### config.mk
export PLATFORM = sky130hd
export DESIGN_NAME = key_decoder
export DESIGN_NICKNAME = d
export VERILOG_FILES = /design/src/rtl/key_decoder.sv
export SDC_FILE = /design/constraint.sdc
export NUM_CORES = 1
export LEC_CHECK = 0
export BUFFER_PORTS_ARGS = -buffer_cell sky130_fd_sc_hd__clkbuf_2
export CELL_PAD_IN_SITES_DETAIL_PLACEMENT = 2
export CELL_PAD_IN_SITES_GLOBAL_PLACEMENT = 2
export CORE_MARGIN = 2
export CORE_UTILIZATION = 37
export CTS_BUF_LIST = sky130_fd_sc_hd__clkbuf_8
export CTS_CLUSTER_SIZE = 12
export DETAILED_ROUTE_END_ITERATION = 8
export PLACE_DENSITY_LB_ADDON = 0.25
export SYNTH_ARGS = -nofsm -noshare
export SYNTH_HDL_FRONTEND = slang
export SYNTH_SLANG_ARGS = --single-unit
### constraint.sdc
create_clock -name hz100 -period 5 [get_ports hz100]
set_input_delay 0.75 -clock hz100 [delete_from_list [all_inputs] [get_ports hz100]]
set_output_delay 0.75 -clock hz100 [all_outputs]
set_load 0.02 [all_outputs]
### src/rtl/key_decoder.sv
// Keypad front end: synchronizes the encoder's code/strobe, debounces each press,
// and builds a hex entry register with backspace, clear, enter and an error flag.
module key_decoder #(
    parameter int unsigned HOLD = 3
) (
    input  logic        hz100,
    input  logic        reset,
    input  logic [4:0]  code,
    input  logic        strobe,
    output logic        valid,
    output logic [19:0] onehot,
    output logic [31:0] digits,
    output logic [3:0]  count,
    output logic [31:0] value,
    output logic        err
);

    localparam logic [4:0] KeyBksp  = 5'd16;
    localparam logic [4:0] KeyClear = 5'd17;
    localparam logic [4:0] KeyEnter = 5'd18;
    localparam logic [4:0] KeyLast  = 5'd19;
    localparam logic [3:0] HoldCnt  = 4'(HOLD);

    typedef enum logic [1:0] {
        StIdle,
        StQual,
        StAccept,
        StWaitRel
    } state_e;

    state_e      r_state, w_state_nxt;
    logic [3:0]  r_qcnt, w_qcnt_nxt;
    logic [4:0]  r_kcode, w_kcode_nxt;

    logic [4:0]  r_code_meta, r_code_sync;
    logic        r_strobe_meta, r_strobe_sync;

    logic [31:0] r_digits;
    logic [3:0]  r_count;
    logic [31:0] r_value;
    logic        r_err;

    // Two-flop synchronizers; the FSM sees only the *_sync copies.
    always_ff @(posedge hz100 or negedge reset) begin
        if (!reset) begin
            r_code_meta   <= 5'd0;
            r_code_sync   <= 5'd0;
            r_strobe_meta <= 1'b0;
            r_strobe_sync <= 1'b0;
        end else begin
            r_code_meta   <= code;
            r_code_sync   <= r_code_meta;
            r_strobe_meta <= strobe;
            r_strobe_sync <= r_strobe_meta;
        end
    end

    always_ff @(posedge hz100 or negedge reset) begin
        if (!reset) begin
            r_state <= StIdle;
            r_qcnt  <= 4'd0;
            r_kcode <= 5'd0;
        end else begin
            r_state <= w_state_nxt;
            r_qcnt  <= w_qcnt_nxt;
            r_kcode <= w_kcode_nxt;
        end
    end

    always_comb begin
        w_state_nxt = r_state;
        w_qcnt_nxt  = r_qcnt;
        w_kcode_nxt = r_kcode;
        unique case (r_state)
            StIdle: begin
                if (r_strobe_sync) begin
                    w_state_nxt = StQual;
                    w_kcode_nxt = r_code_sync;
                    w_qcnt_nxt  = 4'd1;
                end
            end
            StQual: begin
                if (!r_strobe_sync) begin
                    w_state_nxt = StIdle;
                end else if (r_code_sync != r_kcode) begin
                    // Code moved under a held strobe: restart qualification on the new key.
                    w_kcode_nxt = r_code_sync;
                    w_qcnt_nxt  = 4'd1;
                end else if (r_qcnt == HoldCnt) begin
                    w_state_nxt = StAccept;
                end else begin
                    w_qcnt_nxt = r_qcnt + 4'd1;
                end
            end
            StAccept: begin
                w_state_nxt = StWaitRel;
            end
            StWaitRel: begin
                if (!r_strobe_sync) begin
                    w_state_nxt = StIdle;
                end
            end
            default: begin
                w_state_nxt = StIdle;
            end
        endcase
    end

    // Key action takes effect on the edge that leaves StAccept.
    always_ff @(posedge hz100 or negedge reset) begin
        if (!reset) begin
            r_digits <= 32'd0;
            r_count  <= 4'd0;
            r_value  <= 32'd0;
            r_err    <= 1'b0;
        end else if (r_state == StAccept) begin
            if (r_kcode < KeyBksp) begin
                r_digits <= {r_digits[27:0], r_kcode[3:0]};
                if (r_count < 4'd8) begin
                    r_count <= r_count + 4'd1;
                end
            end else if (r_kcode == KeyBksp) begin
                r_digits <= {4'h0, r_digits[31:4]};
                if (r_count != 4'd0) begin
                    r_count <= r_count - 4'd1;
                end
            end else if (r_kcode == KeyClear) begin
                r_digits <= 32'd0;
                r_count  <= 4'd0;
                r_err    <= 1'b0;
            end else if (r_kcode == KeyEnter) begin
                r_value <= r_digits;
            end else if (r_kcode > KeyLast) begin
                r_err <= 1'b1;
            end
        end
    end

    always_comb begin
        valid  = (r_state == StAccept);
        onehot = 20'd0;
        if (valid && (r_kcode <= KeyLast)) begin
            onehot = 20'd1 << r_kcode;
        end
    end

    assign digits = r_digits;
    assign count  = r_count;
    assign value  = r_value;
    assign err    = r_err;

endmodule
==> metrics.txt <==
# TYPE chip_impl_metric gauge
chip_impl_info{name="cp-start-kind",value="register"} 1
chip_impl_metric{name="post-cts-setup-buffer-count",unit=""} 0
chip_impl_metric{name="clock_tree.buffer_depth",unit=""} 2
chip_impl_metric{name="worst-slew-pin-transition",unit="ns"} 1.00
chip_impl_info{name="cp_top_family",value="simple AND/OR/NAND/NOR gates"} 1
chip_impl_metric{name="grt_antenna_before_repair",unit=""} 0
chip_impl_metric{name="finalCritPeriodShare",unit=""} 0.632
chip_impl_metric{name="place.port_buffers",unit=""} 97
chip_impl_metric{name="dpl_worst_slack",unit="ns"} 2.20
chip_impl_metric{name="nets",unit=""} 484
chip_impl_metric{name="vias",unit=""} 3199
chip_impl_metric{name="achievable-frequency",unit="MHz"} 316
chip_impl_metric{name="synth_sequential_area_ratio",unit=""} 0.559
chip_impl_info{name="synth_top_area_cell",value="sky130_fd_sc_hd__dfrtp_1"} 1
chip_impl_metric{name="slack_of_the_critical_path",unit="ns"} 1.84
chip_impl_info{name="dominantRegCellSynth",value="sky130_fd_sc_hd__dfrtp_1"} 1
chip_impl_metric{name="final.hold.worst_slack",unit="ns"} 0.346
chip_impl_metric{name="grt_util_all_layers",unit=""} 0.200
chip_impl_metric{name="cts_clock_pin_slew_for_the_worst_setup_and_hold_paths",unit="ns"} 0.09
chip_impl_metric{name="antenna_cells",unit=""} 0
chip_impl_info{name="yosys.cell_count.top_type",value="sky130_fd_sc_hd__dfrtp_1"} 1
chip_impl_metric{name="worst_clock_skew",unit="ns"} 0.0118
chip_impl_metric{name="dp_hpwl",unit="mm"} 7.85
chip_impl_metric{name="post_cts_resize_count",unit=""} 0
chip_impl_metric{name="placed_cell_count",unit=""} 602
chip_impl_info{name="rsz0062_at_grt",value="no"} 1
chip_impl_metric{name="layout.core_utilization",unit=""} 0.451
chip_impl_metric{name="cts_sinks",unit=""} 92
chip_impl_metric{name="grt_pass1_vias",unit=""} 3511
chip_impl_metric{name="synthDistinctLibCells",unit=""} 45
chip_impl_metric{name="synth_nets",unit=""} 397
chip_impl_metric{name="cp.buffers_inverters",unit=""} 3
chip_impl_metric{name="ys_ff_latch",unit=""} 92
chip_impl_metric{name="holdBufCountCts",unit=""} 0
chip_impl_metric{name="cts_buffer_count",unit=""} 9
chip_impl_metric{name="drt_first_pass_iters",unit=""} 4
chip_impl_metric{name="final_hold_viol_count",unit=""} 0
chip_impl_info{name="cell_types_occupying_the_most_area_after_synthesis",value="sky130_fd_sc_hd__dfrtp_1 (56%), sky130_fd_sc_hd__mux2_2 (7.7%), sky130_fd_sc_hd__nand2_1 (4.7%)"} 1
chip_impl_metric{name="worst-r2r-setup-slack",unit="ns"} 2.64
chip_impl_metric{name="initial_core_util",unit=""} 0.380
chip_impl_metric{name="fp.dieW",unit="µm"} 110
chip_impl_metric{name="ios",unit=""} 98
chip_impl_info{name="synth_commonest_cells",value="sky130_fd_sc_hd__dfrtp_1 (92), sky130_fd_sc_hd__nand2_1 (52), sky130_fd_sc_hd__a21oi_1 (33), sky130_fd_sc_hd__o21ai_0 (32), sky130_fd_sc_hd__nor2b_1 (30)"} 1
chip_impl_metric{name="wl",unit="mm"} 11.3
chip_impl_metric{name="timing.critical_path.required",unit="ns"} 4.25
chip_impl_metric{name="finalWorstPathRequiredPeriod",unit="ns"} 3.16
chip_impl_metric{name="grt_max_degree",unit=""} 66
chip_impl_metric{name="post_drt_via_cell_ratio",unit=""} 5.18
chip_impl_metric{name="number_of_pins_with_negative_max_slew_slack_in_the_final_report",unit=""} 0
chip_impl_info{name="worst_setup_path_end_kind",value="output pin"} 1
chip_impl_metric{name="wl_per_cell",unit="µm"} 18.3
chip_impl_metric{name="setup_violations",unit=""} 0
chip_impl_info{name="cts_tree",value="built"} 1
chip_impl_info{name="worstPathCellList",value="buf_4, nand3_1, or2_2, inv_1, clkbuf_2"} 1
chip_impl_info{name="class_of_the_tightest_hold_or_removal_check",value="reg2reg"} 1
chip_impl_info{name="worst_setup_path_category",value="reg2out"} 1
chip_impl_metric{name="crit_path_max_incr_delay",unit="ns"} 0.65
chip_impl_metric{name="detailedRoute.firstIterationViolations",unit=""} 157
chip_impl_metric{name="htreeDepth",unit=""} 3
chip_impl_metric{name="power_per_cell_area",unit="mW/mm²"} 291
chip_impl_metric{name="placed_cell_area",unit="mm²"} 0.00467
chip_impl_metric{name="flow.area_growth_from_synthesis",unit="%"} 18.7
chip_impl_metric{name="die_area",unit="mm²"} 0.0120
chip_impl_metric{name="relSlewSlack",unit=""} 0.331
chip_impl_metric{name="finalPower",unit="mW"} 1.42
chip_impl_metric{name="worstPathMaxFanout",unit=""} 44
chip_impl_metric{name="grt_first_pass_wirelength",unit="mm"} 18.4
chip_impl_metric{name="syn-mean-instance-area",unit="µm²"} 10.7
chip_impl_metric{name="crit_arrival",unit="ns"} 2.41
chip_impl_metric{name="synth_enable_flop_cells",unit=""} 0
chip_impl_metric{name="instances_no_fill",unit=""} 618
chip_impl_metric{name="vdd_ir_drop_max",unit="mV"} 0.156
chip_impl_info{name="cts-root-buf",value="sky130_fd_sc_hd__clkbuf_8"} 1
chip_impl_metric{name="grt_overflow_total",unit=""} 0
chip_impl_metric{name="leakage_power",unit="nW"} 2.44
chip_impl_metric{name="gp_congestion",unit=""} 0.802
chip_impl_metric{name="drcViolationCount",unit=""} 0
chip_impl_metric{name="max-cap-violations",unit=""} 0
chip_impl_metric{name="std_cell_rows",unit=""} 38
chip_impl_metric{name="synthArstFlopShare",unit=""} 1.00
chip_impl_metric{name="yosysTopAreaCellShare",unit=""} 0.559
chip_impl_info{name="run_status",value="finished, final reports clean"} 1
chip_impl_info{name="critical_path.slowest_cell",value="sky130_fd_sc_hd__or2_2"} 1
chip_impl_metric{name="yosysWarnings",unit=""} 0
chip_impl_metric{name="core_area",unit="mm²"} 0.0108
chip_impl_metric{name="worstSkewPairLatency",unit="ns"} 0.36
chip_impl_metric{name="finalSetupTns",unit="ns"} 0
chip_impl_metric{name="post_synth_design_cell_area",unit="mm²"} 0.00412
chip_impl_metric{name="final_layout_size_suffix_gt1_frac",unit=""} 0.316
chip_impl_metric{name="synthCells",unit=""} 386
chip_impl_metric{name="finish.instance_area",unit="mm²"} 0.00489
chip_impl_metric{name="fp.dieH",unit="µm"} 110
chip_impl_metric{name="ant_nets",unit=""} 0
==> worst paths after layout <==
path / from / endpoint / depth (start not counted)
setup / recovery: r_kcode[4]$_DFFE_PN0P_ / onehot[18] / 5
hold / removal: r_strobe_meta$_DFF_PN0_ / r_strobe_sync$_DFF_PN0_ / 0
setup reg to reg: r_kcode[3]$_DFFE_PN0P_ / count[0]$_DFFE_PN0P_ / 4
hold reg to reg: r_strobe_meta$_DFF_PN0_ / r_strobe_sync$_DFF_PN0_ / 0
max in group asynchronous: reset / digits[2]$_DFFE_PN0P_ / 2
min in group asynchronous: reset / count[1]$_DFFE_PN0P_ / 1
==> power breakdown <==
| part | internal [mW] | switching, mW |
|---|---|---|
| logic | 0.0291 | 0.0685 |
| registers | 0.756 | 0.0194 |
| clock network | 0.291 | 0.259 |
| total | 1.08 | 0.347 |
==> registers in the layout, indices dropped and copies added, names as in the netlist, named ones only <==
signal,flops
count,4
r_code_meta,5
value,32
digits,32
r_kcode,5
r_strobe_meta,1
r_qcnt,4
err,1
r_strobe_sync,1
r_code_sync,5
r_state,1
==> cell type report <==
class | instances | area (µm²)
repair buffers | 100 | 510
clock inverters | 6 | 80.1
inverters | 7 | 26.3
well taps | 140 | 175
clock buffers | 10 | 138
flip-flops and latches | 92 | 2300
fillers | 1164 | 5950
multi-input cells | 263 | 1660
==> per-layer routing <==
layer | GRT usage | part of all wire | up-vias
met5 | 0 | 0 | -
li1 | - | - | 1480
met4 | 0.0633 | 0.012 | 0
met2 | 0.352 | 0.52 | 60
met3 | 0.0279 | 0.030 | 12
met1 | 0.254 | 0.44 | 1647
==> kinds of logic (layout without fill, tap and decap cells) <==
logic type                 Yosys count  after routing  synth area share
AOI/OAI and AO/OA                   83             83             0.121
muxes                               35             35            0.0972
and+or+nand+nor                    137            137             0.163
DFF                                 92             92             0.559
adders and majority gates            3              3           0.00911
buffers and inverters               31            123            0.0395
xor gates and xnor gates             5              5            0.0106
==> cell usage in the layout (no fill, tap or decap), types with 4 or more instances in the layout <==
cell,netlist,layout
sky130_fd_sc_hd__mux2_2,28,28
sky130_fd_sc_hd__o21ai_0,32,32
sky130_fd_sc_hd__nand3_1,4,4
sky130_fd_sc_hd__dfrtp_1,92,92
sky130_fd_sc_hd__clkbuf_2,0,96
sky130_fd_sc_hd__nor2_1,25,25
sky130_fd_sc_hd__nor2b_1,30,30
sky130_fd_sc_hd__nand2_1,52,52
sky130_fd_sc_hd__xnor2_1,5,5
sky130_fd_sc_hd__buf_4,1,4
sky130_fd_sc_hd__a22o_1,5,5
sky130_fd_sc_hd__clkbuf_8,0,10
sky130_fd_sc_hd__a21oi_1,33,33
sky130_fd_sc_hd__inv_1,7,9
sky130_fd_sc_hd__nand2b_1,9,9
sky130_fd_sc_hd__mux2_1,4,4
No activity file was read; power rests on OpenSTA's default activity.
